===== src/rtl/line_follow_pkg.sv =====
// Motion codes, steering FSM state type and sensor-pattern decode shared by line_follow_ctrl.
// The ST_REVERSE state exists only when LINE_FOLLOW_REVERSE_EN is defined.
package line_follow_pkg;

    localparam logic [2:0] STOP  = 3'b000;
    localparam logic [2:0] FWD   = 3'b010;
    localparam logic [2:0] LEFT  = 3'b110;
    localparam logic [2:0] RIGHT = 3'b100;
    localparam logic [2:0] SPIN  = 3'b101;
    localparam logic [2:0] REV   = 3'b111;

    typedef enum logic [2:0] {
        ST_IDLE    = 3'd0,
        ST_FWD     = 3'd1,
        ST_LEFT    = 3'd2,
        ST_RIGHT   = 3'd3,
        ST_SEARCH  = 3'd4,
        ST_HALT    = 3'd5
`ifdef LINE_FOLLOW_REVERSE_EN
        , ST_REVERSE = 3'd6
`endif
    } state_t;

    // ST_IDLE doubles as "no line": IDLE is never a steering target.
    function automatic state_t decode_lcr(input logic [2:0] lcr);
        state_t st;
        case (lcr)
            3'b010, 3'b111, 3'b101: st = ST_FWD;
            3'b110, 3'b100:         st = ST_LEFT;
            3'b011, 3'b001:         st = ST_RIGHT;
            default:                st = ST_IDLE;
        endcase
        return st;
    endfunction

    function automatic logic [2:0] motion_code(input state_t st);
        logic [2:0] code;
        case (st)
            ST_FWD:     code = FWD;
            ST_LEFT:    code = LEFT;
            ST_RIGHT:   code = RIGHT;
            ST_SEARCH:  code = SPIN;
`ifdef LINE_FOLLOW_REVERSE_EN
            ST_REVERSE: code = REV;
`endif
            default:    code = STOP;
        endcase
        return code;
    endfunction

endpackage


===== src/rtl/line_follow_ctrl_debounce.sv =====
// One IR sensor bit: 2-flop synchroniser followed by a stability-counter debouncer.
// The debounced bit flips only after DEBOUNCE_CYCLES consecutive disagreeing samples.
module sensor_debounce #(
    parameter int DEBOUNCE_CYCLES = 120000
) (
    input  logic clk,
    input  logic rst_n,
    input  logic din,
    output logic dout
);
    localparam int CW = $clog2(DEBOUNCE_CYCLES + 1);

    logic          sync1_q, sync1_d;
    logic          sync2_q, sync2_d;
    logic          deb_q, deb_d;
    logic [CW-1:0] cnt_q, cnt_d;

    always_comb begin
        sync1_d = din;
        sync2_d = sync1_q;
        deb_d   = deb_q;
        cnt_d   = cnt_q;
        if (sync2_q == deb_q) begin
            cnt_d = '0;
        end else if (cnt_q >= CW'(DEBOUNCE_CYCLES - 1)) begin
            deb_d = sync2_q;
            cnt_d = '0;
        end else begin
            cnt_d = cnt_q + CW'(1);
        end
    end

    always_ff @(posedge clk) begin
        if (!rst_n) begin
            sync1_q <= 1'b0;
            sync2_q <= 1'b0;
            deb_q   <= 1'b0;
            cnt_q   <= '0;
        end else begin
            sync1_q <= sync1_d;
            sync2_q <= sync2_d;
            deb_q   <= deb_d;
            cnt_q   <= cnt_d;
        end
    end

    assign dout = deb_q;

endmodule


===== src/rtl/line_follow_ctrl.sv =====
// Line-follower steering controller: debounced L/C/R sensors drive a dwell-limited FSM that
// emits the 3-bit motion code for the PWM stage. Define LINE_FOLLOW_REVERSE_EN to back up before searching.
module line_follow_ctrl
    import line_follow_pkg::*;
#(
    parameter int DEBOUNCE_CYCLES = 120000,
    parameter int MIN_DWELL       = 240000,
    parameter int LOST_TIMEOUT    = 1200000,
    parameter int SEARCH_TIMEOUT  = 36000000
`ifdef LINE_FOLLOW_REVERSE_EN
    , parameter int REVERSE_CYCLES = 2400000
`endif
) (
    input  logic       clk,
    input  logic       rst_n,
    input  logic       enable,
    input  logic [2:0] sensor,
    output logic [2:0] sel,
    output logic       halted,
    output logic       line_seen,
    output state_t     state_dbg
);
    localparam int DW = $clog2(MIN_DWELL + 1);
    localparam int LW = $clog2(LOST_TIMEOUT + 1);
    localparam int SW = $clog2(SEARCH_TIMEOUT + 1);
`ifdef LINE_FOLLOW_REVERSE_EN
    localparam int RW = $clog2(REVERSE_CYCLES + 1);
`endif

    logic [2:0]    deb;
    state_t        state_q, state_d;
    state_t        dec;
    logic [DW-1:0] dwell_q, dwell_d;
    logic [LW-1:0] lost_q, lost_d;
    logic [SW-1:0] search_q, search_d;
`ifdef LINE_FOLLOW_REVERSE_EN
    logic [RW-1:0] rev_q, rev_d;
`endif

    sensor_debounce #(.DEBOUNCE_CYCLES(DEBOUNCE_CYCLES)) u_deb_l (
        .clk(clk), .rst_n(rst_n), .din(sensor[2]), .dout(deb[2]));
    sensor_debounce #(.DEBOUNCE_CYCLES(DEBOUNCE_CYCLES)) u_deb_c (
        .clk(clk), .rst_n(rst_n), .din(sensor[1]), .dout(deb[1]));
    sensor_debounce #(.DEBOUNCE_CYCLES(DEBOUNCE_CYCLES)) u_deb_r (
        .clk(clk), .rst_n(rst_n), .din(sensor[0]), .dout(deb[0]));

    assign dec = decode_lcr(deb);

    // Dwell is loaded with MIN_DWELL-1 on entry so steering changes are at least MIN_DWELL edges apart.
    always_comb begin
        state_d  = state_q;
        dwell_d  = (dwell_q != '0) ? dwell_q - DW'(1) : dwell_q;
        lost_d   = lost_q;
        search_d = search_q;
`ifdef LINE_FOLLOW_REVERSE_EN
        rev_d    = rev_q;
`endif
        if (!enable) begin
            state_d  = ST_IDLE;
            dwell_d  = '0;
            lost_d   = '0;
            search_d = '0;
`ifdef LINE_FOLLOW_REVERSE_EN
            rev_d    = '0;
`endif
        end else begin
            case (state_q)
                ST_IDLE: begin
                    state_d = ST_FWD;
                    dwell_d = DW'(MIN_DWELL - 1);
                    lost_d  = '0;
                end
                ST_FWD, ST_LEFT, ST_RIGHT: begin
                    if (dec == ST_IDLE) begin
                        if (lost_q >= LW'(LOST_TIMEOUT - 1)) begin
                            lost_d   = '0;
                            search_d = '0;
`ifdef LINE_FOLLOW_REVERSE_EN
                            state_d  = ST_REVERSE;
                            rev_d    = '0;
`else
                            state_d  = ST_SEARCH;
`endif
                        end else begin
                            lost_d = lost_q + LW'(1);
                        end
                    end else begin
                        lost_d = '0;
                        if (dwell_q == '0 && dec != state_q) begin
                            state_d = dec;
                            dwell_d = DW'(MIN_DWELL - 1);
                        end
                    end
                end
`ifdef LINE_FOLLOW_REVERSE_EN
                ST_REVERSE: begin
                    if (dec != ST_IDLE) begin
                        state_d = dec;
                        dwell_d = DW'(MIN_DWELL - 1);
                        rev_d   = '0;
                    end else if (rev_q >= RW'(REVERSE_CYCLES - 1)) begin
                        state_d  = ST_SEARCH;
                        search_d = '0;
                        rev_d    = '0;
                    end else begin
                        rev_d = rev_q + RW'(1);
                    end
                end
`endif
                ST_SEARCH: begin
                    if (dec != ST_IDLE) begin
                        state_d  = dec;
                        dwell_d  = DW'(MIN_DWELL - 1);
                        lost_d   = '0;
                        search_d = '0;
                    end else if (search_q >= SW'(SEARCH_TIMEOUT - 1)) begin
                        state_d  = ST_HALT;
                        search_d = '0;
                    end else begin
                        search_d = search_q + SW'(1);
                    end
                end
                ST_HALT: state_d = ST_HALT;
                default: state_d = ST_IDLE;
            endcase
        end
    end

    always_ff @(posedge clk) begin
        if (!rst_n) begin
            state_q  <= ST_IDLE;
            dwell_q  <= '0;
            lost_q   <= '0;
            search_q <= '0;
`ifdef LINE_FOLLOW_REVERSE_EN
            rev_q    <= '0;
`endif
        end else begin
            state_q  <= state_d;
            dwell_q  <= dwell_d;
            lost_q   <= lost_d;
            search_q <= search_d;
`ifdef LINE_FOLLOW_REVERSE_EN
            rev_q    <= rev_d;
`endif
        end
    end

    // Outputs decode the registered state, so sel moves on the same edge as the state.
    assign sel       = motion_code(state_q);
    assign halted    = (state_q == ST_HALT);
    assign line_seen = |deb;
    assign state_dbg = state_q;

endmodule


===== config.mk =====
export PLATFORM = sky130hd
export DESIGN_NAME = line_follow_ctrl
export DESIGN_NICKNAME = d
export VERILOG_FILES = /design/src/rtl/line_follow_pkg.sv /design/src/rtl/line_follow_ctrl_debounce.sv /design/src/rtl/line_follow_ctrl.sv
export SDC_FILE = /design/constraint.sdc
export NUM_CORES = 1
export LEC_CHECK = 0
export ABC_AREA = 1
export CAP_MARGIN = 20
export CELL_PAD_IN_SITES_DETAIL_PLACEMENT = 2
export CELL_PAD_IN_SITES_GLOBAL_PLACEMENT = 2
export CORE_MARGIN = 2
export CORE_UTILIZATION = 38
export DETAILED_ROUTE_END_ITERATION = 16
export GPL_TIMING_DRIVEN = 0
export PLACE_DENSITY_LB_ADDON = 0.1
export SYNTH_ARGS = -nofsm -noshare
export SYNTH_HDL_FRONTEND = slang
export SYNTH_SLANG_ARGS = --single-unit

===== constraint.sdc =====
create_clock -name clk -period 4.5 [get_ports clk]
set_input_delay 0.9 -clock clk [delete_from_list [all_inputs] [get_ports clk]]
set_output_delay 0.9 -clock clk [all_outputs]
set_load 0.02 [all_outputs]

# After elaboration in Yosys (flattened, before gate mapping)
# Cells that the tools add are included.
[totals]
ff_bits = 128
in_bits = 6
out_inout_bits = 8
word_cells = 98
[op_classes]
add_sub_neg = 6
magnitude_cmp = 5
eq_ne = 22
muxes = 22
bitwise = 4
reduce_logical = 23
[ops]
columns = ["cell", "count"]
rows = [
  ["$mux 26", 4],
  ["$mux 18", 4],
  ["$mux 21", 3],
  ["$pmux 21 s3", 1],
  ["$pmux 18 s3", 1],
  ["$pmux 26 s2", 1],
  ["$add 17x1->17 const B", 3],
  ["$ge 17x17->1 const B", 3],
  ["$add 26x1->26 const B", 1],
  ["$ge 26x26->1 const B", 1],
  ["$pmux 3 s4", 2],
  ["$add 21x1->21 const B", 1],
  ["$ge 21x21->1 const B", 1],
  ["$eq 3x3->1 const B", 6],
  ["$logic_not 18->1", 1],
  ["$reduce_bool 18->1", 1],
  ["$reduce_or 3->1", 6],
  ["$sub 18x1->18 const B", 1],
  ["$mux 3", 5],
  ["$eq 3x2->1 const B", 4],
  ["$reduce_and 2->1", 5],
  ["$ne 3x3->1 const B", 3],
  ["$eq 3x1->1 const B", 2],
  ["$logic_not 3->1", 2],
  ["10 further kinds", 20],
]

# Longest topological paths before layout
# Gate-level depths: netlist of the first run.
[depth]
ltp_word = 8
mapped_depth = 14
mapped_depth_nobuf = 14

# Modules after synthesis
# From an unflattened synthesis of the first run, not the netlist that was laid out.
[hier_totals]
cells_unflattened = 1144
hier_area_um2 = 7459.7
[by_module_without_submodules]
columns = ["mod", "instances", "cells_each", "area_per_inst_um2"]
rows = [
  ["line_follow_ctrl", 1, 708, 4390.5],
  ["sensor_debounce (u_deb_c ...)", 2, 140, 993.5],
  ["sensor_debounce (u_deb_r)", 1, 156, 1082.3],
]

# Least setup slack after synthesis of the first run
# Ideal clock, no wire load.
[synth_path]
kind = "reg2out"
start = "register state_q[1] (netlist: state_dbg[1])"
end = "output port sel[1]"
arrival_ns = 1.213
path_slack_ns = 2.387
path_stages_with_launch = 5
n_path_buf = 0
cell_sequence = "dfxtp_1 nor2_4 nor2_4 inv_2 a21oi_1"
[synth_via]
elab_chain_len = 2
elab_cells_between_ends = 5
classes_between = "4 x eq/ne; 1 x mux"
[synth_lines]
columns = ["item", "line_no", "text"]
rows = [
  ["start: declaration", "line_follow_ctrl.sv:31", "state_t state_q, state_d;"],
  ["start signal: assignment", "line_follow_ctrl.sv:139", "state_q <= state_d;"],
  ["$eq 3x3->1, or another cell as far along", "line_follow_pkg.sv:38", "case (st)"],
  ["$pmux 3 s4 *", "line_follow_pkg.sv:38", ""],
  ["end: declaration", "line_follow_ctrl.sv:18", "output logic [2:0] sel,"],
]
# Every way passes the cells marked *; elsewhere a longest branch is shown, timed or not.

# Worst setup path in the final report of the first run
[layout_path]
start = "register state_q[2] (netlist: state_dbg[2])"
end = "output port sel[0]"
# Same word-level chain as after synthesis.

==> reports/qor.csv, run 1 <==
stage,metric,value,unit
die,Chip Width,145,um
layout,Nets,1195,
logic_synthesis,Post-synth ARST share,0,%
worst_setup_path,"Cell Chain, Critical Path","nand2_2, nor2_2, buf_2, clkdlybuf4s50_1",
logic_synthesis,Synth cell types,41,
sta,final setup fails,0,
pwr,VDD IR max,0.000241,V
layout,area grow syn2layout,13.8,%
routing,1st-pass router iterations,4,
grt,total global-route track usage,25.3,%
die,Die Y,145,um
grt,antenna violations before repair,0,
sta,Final Cycle Share,69.4,%
die,row cnt,51,
sta,Max Fclk,320,MHz
worst_setup_path,worst path required time,3600,ps
logic_synthesis,post-synthesis register bit count,128,
place,Buffers on Ports,13,
place,Cells after DPL,1428,
die,core area,19500,sq um
worst_setup_path,Setup CP Type,flip-flop to primary output,
sta,Fin Setup TNS,0,ps
sta,max_slew headroom,55.9,%
logic_synthesis,cell taking the most area after synthesis,dfxtp_1,
die,I/O Pins,14,
sta,Worst Hold Slack,424,ps
run_status,status,"complete, no violations",
grt,GR Util met1,30.5,%
worst_setup_path,Critical-path top delay cell,clkdlybuf4s50_1,
logic_synthesis,Synth Area per Inst,6.56,sq um
worst_setup_path,critical-path maximum fanout,10,
worst_setup_path,Critical Path AT,2220,ps
worst_setup_path,crit path launch type,flip-flop,
grt,first-pass GRT wire length,41.7,mm
cts,register clock-pin slew on the reported worst setup and hold paths,70,ps
cts,H-tree levels,4,
worst_setup_path,CP Capture Type,primary output,
worst_setup_path,CP max stage delay,640,ps
worst_setup_path,Reg-to-Reg End,search_q[1],
sta,RSZ-0062 raised after global routing,false,
routing,vias per std cell,5.24,
routing,"antenna viol nets, final",0,
layout,Post-Layout Cell Count,1460,
logic_synthesis,Cells after Synth,1150,
cts,cts bufs inserted,17,
grt,vias in the first global route,8224,
routing,1st-iter DRT viols,233,
sta,Max Slew Vio Count,0,
logic_synthesis,post-synthesis sequential area ratio,34.0,%
hold_path,hold path start,u_deb_r.sync1_q,
logic_synthesis,top post-synthesis cells by area,"dfxtp_1 34%, nand2_1 13%, nor2_1 9.9%, nand3_1 6.4%, inv_1 6.2%",
sta,fin crit period,3120,ps
sta,Tightest Pin Transition,656,ps
layout,share of layout cells above drive strength 1,9.62,%
cts,Root Buffer,clkbuf_16,
logic_synthesis,share of Yosys cell area claimed by the top area cell type,34.0,%
layout,most frequent cells in the layout,"260 x nand2_1, 198 x nor2_1, 128 x dfxtp_1, 125 x inv_1, 97 x nand3_1",
hold_path,hold endpoint,u_deb_r.sync2_q,
pwr,pwr dens,358,nW/um^2
grt,met2 usage,46.8,%
routing,routed length per instance,17.4,um
place,DP HPWL,18.1,mm
cts,CTS tree,done,
routing,routed wire length,25.4,mm
worst_setup_path,R2R Setup Slk,2070,ps
logic_synthesis,synth warn,0,
grt,busiest grt layer,met2,
place,placer's final routability congestion estimate,0.812,
pwr,Leak Pwr,3.17,nW
cts,Resized cells post-CTS,0,
grt,total grt overflow,0,
logic_synthesis,number of flops mapped to enable cells by yosys,0,
die,Die ar.,21000,sq um
cts,buffer count from post-CTS setup fixing,0,
die,Initial Util,38.7,%
sta,Final Hold Fails,0,
worst_setup_path,Worst Path Buf+Inv,2,
layout,Filler cells,2396,
layout,"most common cell after layout, fill and taps aside",nand2_1,
logic_synthesis,mapped cell area,7540,sq um
cts,clk_lat worst skew,440,ps
routing,# DRC,0,
hold_path,hold path depth,2,
hold_path,Min-Delay Path Class,flip-flop to flip-flop,
worst_setup_path,R2R depth,14,
cts,Num Clock Sinks,128,
flow_run,max-cap viol count,0,
sta,Clock Skews,11.9,ps
cts,worst-case clock buffer depth,2,
routing,vias post-DR,7650,
grt,met3 usage,4.08,%
logic_synthesis,prevailing post-synth register cell,dfxtp_1,
grt,largest net degree at the start of global routing,17,
cts,hold buffer count at cts,0,
logic_synthesis,Post-Syn Nets,1163,
worst_setup_path,cell family with most CP delay,buffers and inverters,
layout,diode count,0,
worst_setup_path,worst reg2reg path startpoint,search_q[0],
## final cells by class
type | instances | area, sq um | share of cell area [%]
inverters | 133 | 499 | 5.82
clock buffers | 19 | 443 | 5.16
repair buffers | 13 | 130 | 1.52
multi-input cells | 864 | 4310 | 50.2
clock inverters | 13 | 138 | 1.60
plain buffers | 25 | 165 | 1.92
flip-flops and latches | 128 | 2560 | 29.9
well taps | 265 | 332 | 3.86
## synthesized netlist by cell type (8+ instances only)
master and n:
inv_1 125, or2_2 8, nor3_1 35, nor2_1 198, nand4_1 33, nand3_1 97
buf_2 11, nand2_1 260, nor2_2 13, a21oi_1 71, dfxtp_1 128, o21ai_0 25
nand2_2 8, xnor2_1 17, xor2_1 39
## power breakdown
group | leakage, nW | switching (mW) | total, mW | internal [mW]
logic | 1.86 | 0.320 | 0.470 | 0.150
registers | 1.04 | 0.0352 | 1.20 | 1.16
clock network | 0.280 | 0.580 | 1.41 | 0.831
## state kept, by name, indices dropped and copies added (netlist names), 3 cells and up
signal	flops
lost_q	21
dwell_q	18
search_q	26
u_deb_l.cnt_q	17
u_deb_r.cnt_q	17
u_deb_c.cnt_q	17
state_dbg	3
## tightest hold or removal path, stage by stage (launching register included)
cell and delay, ps:
dfxtp_1 310, nand2_1 50, inv_1 40
## routing by layer
metal,vias up,wire [um]
li1,3762,-
met2,58,13300
met5,-,0
met4,0,282
met3,24,465
met1,3806,11400
## cell families after synthesis
group           count (synthesis)  synth area share (%)
xor+xnor                       56                  6.51
fa+ha+maj                       7                  1.16
compound gates                110                  7.68
buf+inv                       158                  8.81
simple gates                  691                  41.8
flops                         128                  34.0
## worst max path at each step
stage | startpoint | to | slack (ps) | depth (start not counted)
after floorplan | state_dbg[1] | sel[1] | 2390 | 4
after CTS | state_dbg[2] | sel[0] | 1350 | 4
after detailed placement | rst_n | lost_q[18] | 1630 | 6
final | state_dbg[2] | sel[0] | 1380 | 4
after global placement | rst_n | lost_q[7] | 1670 | 6
after global routing | state_dbg[2] | sel[0] | 1250 | 4
## through the flow
step | setup WS [ps] | cell area (sq um) | util (%) | power [mW]
after CTS | 1350 | 8580 | 44.1 | 3.11
after detailed placement | 1630 | 8000 | 41.1 | 1.68
final | 1380 | 8580 | 44.1 | 3.08
after global placement | 1670 | 8000 | 41.1 | 1.66
after floorplan | 2390 | 7540 | - | 1.53
after global routing | 1250 | 8580 | 44.1 | 3.21
(Power assumes the default switching activity.)
==> run 2, diff against run 1 <==
- CORE_UTILIZATION: 38 -> 32
- clock period: 4.5 -> 2.85 ns (I/O delays scaled with it)
==> run 2 against run 1 <==
  * Sequential power rose by 58%
  * Highest routed layer unchanged
  * Sequential share of layout area is 0.30 points lower
  * Non-clock buffer count unchanged
  * Register-to-register slack lost 1600 ps
  * Setup slack worse by 1200 ps
  * Design area increased by 1.1%
==> reports/qor.csv, run 2 (synthesized netlist as in run 1, its figures left out) <==
stage,metric,value,unit
worst_setup_path,worst reg2reg path startpoint,search_q[0],
layout,Nets,1195,
sta,max_slew headroom,54.2,%
layout,most frequent cells in the layout,"260 x nand2_1, 198 x nor2_1, 127 x dfxtp_1, 125 x inv_1, 97 x nand3_1",
routing,vias per std cell,4.91,
worst_setup_path,Critical Path AT,2130,ps
place,Buffers on Ports,13,
die,core area,23300,sq um
cts,cts bufs inserted,17,
place,placer's final routability congestion estimate,0.792,
routing,# DRC,0,
pwr,Net Sw Frac,29.3,%
layout,share of layout cells above drive strength 1,9.55,%
worst_setup_path,Worst Path Buf+Inv,3,
grt,first-pass GRT wire length,39.9,mm
grt,vias in the first global route,7905,
place,Cells after DPL,1482,
die,Die ar.,24800,sq um
die,I/O Pins,14,
pwr,Leak Pwr,3.18,nW
sta,post-route setup slack,154,ps
pwr,combinational share of power,14.8,%
sta,RSZ-0062 raised after global routing,false,
routing,routed length per instance,15.5,um
pwr,Net Sw Power,1.44,mW
sta,final setup fails,0,
pwr,sequential power share,38.4,%
cts,CTS tree,done,
place,DP HPWL,17.8,mm
routing,"antenna viol nets, final",0,
place,pre-CTS WS,341,ps
layout,max reg flops,26,
die,Chip Width,157,um
sta,Final Cycle Share,94.6,%
sta,fin crit period,2700,ps
layout,Largest regs,"search_q x26, lost_q x21, dwell_q x18",
worst_setup_path,critical-path maximum fanout,10,
worst_setup_path,worst path required time,2280,ps
sta,Clock Skews,10.5,ps
cts,Root Buffer,clkbuf_16,
cts,clk_lat worst skew,420,ps
worst_setup_path,Setup CP Type,flip-flop to primary output,
grt,total global-route track usage,20.0,%
grt,antenna violations before repair,0,
routing,1st-pass router iterations,4,
layout,"most common cell after layout, fill and taps aside",nand2_1,
grt,total grt overflow,0,
worst_setup_path,CP Capture Type,primary output,
grt,largest net degree at the start of global routing,17,
run_status,status,"complete, no violations",
sta,Max Fclk,371,MHz
layout,diode count,0,
pwr,Int Pwr,3.48,mW
layout,Largest Register,search_q,
worst_setup_path,crit path launch,state_dbg[1],
cts,worst-case clock buffer depth,2,
layout,area grow syn2layout,15.1,%
die,Die Y,157,um
layout,Filler cells,2858,
worst_setup_path,Critical-path top delay cell,clkdlybuf4s50_1,
sta,Tightest Pin Transition,680,ps
routing,vias post-DR,7424,
sta,Fin Setup TNS,0,ps
worst_setup_path,CP max stage delay,640,ps
pwr,pwr dens,567,nW/um^2
cts,H-tree levels,4,
routing,1st-iter DRT viols,201,
die,row cnt,56,
hold_path,hold path start,u_deb_c.sync1_q,
cts,buffer count from post-CTS setup fixing,0,
cts,register clock-pin slew on the reported worst setup and hold paths,60,ps
pwr,Clock Power Share,46.8,%
flow_run,max-cap viol count,0,
hold_path,Min-Delay Path Class,flip-flop to flip-flop,
routing,routed wire length,23.5,mm
layout,Post-Layout Cell Count,1513,
worst_setup_path,cell family with most CP delay,buffers and inverters,
pwr,VDD IR max,0.000361,V
die,Initial Util,32.3,%
cts,Num Clock Sinks,128,
worst_setup_path,crit path launch type,flip-flop,
worst_setup_path,"Cell Chain, Critical Path","inv_2, nand2_2, nor2_2, buf_2, clkdlybuf4s50_1",
sta,Final Hold Fails,0,
sta,Max Slew Vio Count,0,
-- run 2: power groups by stage --
stage / sequential (mW) / combinational, mW / clock (mW)
after floorplan: 1.92 / 0.503 / 0
after global placement: 1.93 / 0.712 / 0
after detailed placement: 1.93 / 0.725 / 0
after CTS: 1.89 / 0.737 / 2.37
after global routing: 1.90 / 0.830 / 2.44
final: 1.89 / 0.727 / 2.30
-- run 2: path summary, 6_finish.rpt --
check,depth (start not counted),slack [ps],endpoint
worst max-delay path,5,150,sel[0]
worst min-delay path,2,430,u_deb_c.sync2_q
worst max register to register,11,500,search_q[3]
worst min register to register,2,430,u_deb_c.sync2_q
-- run 2: repair_timing --
item / 4_1_cts / 5_1_grt
hold buffers: 0 / 0
gates resized for setup: 0 / 1
endpoints found under the hold margin: 0 / 0
endpoints found under the setup margin: 0 / 1
-- run 2: layout make-up --
cell class              count  area [sq um]  share of cell area [%]
multi-input cells         864          4310                    49.7
flip-flops and latches    128          2560                    29.6
inverters                 133           499                    5.76
clock buffers              20           447                    5.15
well taps                 319           399                    4.60
plain buffers              25           165                    1.90
clock inverters            11           158                    1.82
repair buffers             13           130                    1.50
-- run 2: metrics by stage --
stage | utilization, % | area, sq um | hold slack, ps | power (mW)
after global routing | 37.2 | 8670 | 455 | 5.17
after CTS | 37.2 | 8670 | 435 | 5.00
after detailed placement | 34.6 | 8070 | 420 | 2.65
final | 37.2 | 8670 | 427 | 4.92
after floorplan | - | 7540 | 390 | 2.42
after global placement | 34.6 | 8070 | 401 | 2.64
-- run 2: metal layers --
| layer | part of all wire, % | routed length, um | vias up | track usage, % |
|---|---|---|---|---|
| li1 | - | - | 3766 | - |
| met1 | 49 | 11500 | 3614 | 26.2 |
| met2 | 49 | 11400 | 30 | 35.0 |
| met3 | 1.2 | 271 | 14 | 2.51 |
| met4 | 1.0 | 246 | 0 | 4.85 |
| met5 | 0 | 0 | - | 0 |
-- run 2: tightest hold or removal path, stage by stage (launching register included) --
cell	delay, ps
dfxtp_1	310
nand2_1	50
inv_1	40
==> run 3, diff against run 2 <==
- CORE_UTILIZATION: 32 -> 33
- DONT_BUFFER_PORTS: unset -> 1
- HOLD_SLACK_MARGIN: unset -> 0.1
==> run 3 against run 2 <==
  * Total power up 0.90%
  * Global-route usage rose by 0.66 points
  * Combinational power fell by 5.5%
  * Maximum frequency is 9.5% higher
  * Clock skew rose by 2.2 ps
  * Critical endpoint is now sel[1]
  * Largest cell class unchanged
==> reports/qor.csv, run 3 (synthesized netlist as in run 1, its figures left out) <==
stage,metric,value,unit
run_status,status,"complete, no violations",
die,I/O Pins,14,
cts,Resized cells post-CTS,0,
worst_setup_path,R2R Setup Slk,510,ps
worst_setup_path,Critical Path AT,1890,ps
routing,1st-pass router iterations,6,
sta,Clock Skews,12.7,ps
sta,Final Cycle Share,86.4,%
sta,Tightest Pin Transition,712,ps
sta,Max Fclk,406,MHz
sta,RSZ-0062 raised after global routing,false,
pwr,Leak Pwr,3.13,nW
cts,buffer count from post-CTS setup fixing,0,
worst_setup_path,Critical-path top delay cell,dfxtp_1,
routing,1st-iter DRT viols,223,
cts,clk_lat worst skew,420,ps
grt,total grt overflow,0,
layout,Filler cells,2762,
worst_setup_path,CP max stage delay,720,ps
grt,largest net degree at the start of global routing,17,
grt,vias in the first global route,8008,
grt,first-pass GRT wire length,40.6,mm
cts,worst-case clock buffer depth,2,
worst_setup_path,worst path required time,2280,ps
cts,Num Clock Sinks,128,
grt,total global-route track usage,20.7,%
die,Die Y,155,um
worst_setup_path,worst reg2reg path startpoint,search_q[0],
layout,most frequent cells in the layout,"260 x nand2_1, 198 x nor2_1, 128 x dfxtp_1, 125 x inv_1, 97 x nand3_1",
worst_setup_path,crit path launch type,flip-flop,
die,core area,22500,sq um
layout,post-route cell area,8510,sq um
die,row cnt,55,
layout,"most common cell after layout, fill and taps aside",nand2_1,
layout,Post-Layout Cell Count,1465,
layout,Largest Register,search_q,
place,Buffers on Ports,0,
worst_setup_path,crit path launch,state_dbg[1],
grt,antenna violations before repair,0,
pwr,pwr dens,583,nW/um^2
die,Initial Util,33.5,%
worst_setup_path,Setup CP Type,flip-flop to primary output,
die,Die ar.,24100,sq um
cts,CTS tree,done,
worst_setup_path,R2R depth,14,
cts,cts bufs inserted,17,
worst_setup_path,CP Capture Type,primary output,
sta,max_slew headroom,52.5,%
routing,routed length per instance,16.2,um
cts,Root Buffer,clkbuf_16,
layout,Multi-input gate area,4310,sq um
sta,Final Hold Fails,0,
place,placer's final routability congestion estimate,0.790,
hold_path,Min-Delay Path Class,input port to flip-flop,
layout,share of layout cells above drive strength 1,9.66,%
worst_setup_path,Most common cell on crit path,nor2_4,
worst_setup_path,cell family with most CP delay,flip-flops,
sta,fin crit period,2460,ps
cts,register clock-pin slew on the reported worst setup and hold paths,60,ps
sta,Max Slew Vio Count,0,
place,Cells after DPL,1435,
flow_run,max-cap viol count,0,
cts,H-tree levels,4,
die,Chip Width,155,um
hold_path,hold path start,sensor[1],
hold_path,hold path depth,2,
pwr,VDD IR max,0.000348,V
layout,FF+latch area,2560,sq um
routing,vias post-DR,7447,
sta,Fin Setup TNS,0,ps
layout,Nets,1182,
layout,Largest regs,"search_q x26, lost_q x21, dwell_q x18",
routing,# DRC,0,
hold_path,hold endpoint,u_deb_c.sync1_q,
worst_setup_path,Reg-to-Reg End,state_dbg[0],
sta,final setup fails,0,
routing,"antenna viol nets, final",0,
worst_setup_path,"Cell Chain, Critical Path","nor2_4, nor2_4, inv_2, a21oi_1",
worst_setup_path,Worst Path Buf+Inv,1,
layout,diode count,0,
worst_setup_path,critical-path maximum fanout,7,
cts,hold buffer count at cts,0,
place,dpl cell area,7900,sq um
routing,vias per std cell,5.08,
layout,max reg flops,26,
place,DP HPWL,17.5,mm
layout,area grow syn2layout,12.9,%
routing,routed wire length,23.8,mm
==> run 3: through the flow <==
step | power, mW | hold slack (ps) | worst slack [ps] | util [%]
floorplan | 2.42 | 390 | 1070 | -
global placement | 2.60 | 404 | 536 | 35.1
detailed placement | 2.62 | 415 | 483 | 35.1
CTS | 5.04 | 240 | 348 | 37.8
global route | 5.20 | 252 | 271 | 37.8
finish | 4.96 | 252 | 387 | 37.8
==> run 3: metal layers <==
metal / wire length, um / share of wire [%] / global-route usage (%) / vias to the layer above
met2: 11700 / 49 / 36.6 / 44
met4: 112 / 0.47 / 3.35 / 0
met3: 477 / 2.0 / 3.68 / 8
met5: 0 / 0 / 0 / -
li1: - / - / - / 3730
met1: 11400 / 48 / 26.8 / 3665
==> run 3: report_power, final <==
group / internal, mW / switching [mW] / leakage (nW) / total [mW]
clock: 1.46 / 0.917 / 0.287 / 2.38
sequential: 1.83 / 0.0658 / 1.04 / 1.90
combinational: 0.204 / 0.483 / 1.81 / 0.687
==> run 3: layout make-up <==
type,count,area share [%]
clock inverters,13,2.23
inverters,133,5.87
well taps,285,4.19
flip-flops and latches,128,30.1
clock buffers,17,5.00
multi-input cells,864,50.7
plain buffers,25,1.94
==> run 3: how the worst max path moves through the flow <==
stage	cells after the start	endpoint	slack, ps
finish	4	sel[1]	390
global placement	14	state_dbg[1]	540
detailed placement	14	state_dbg[0]	480
global route	4	sel[1]	270
CTS	4	sel[1]	350
floorplan	4	sel[1]	1070
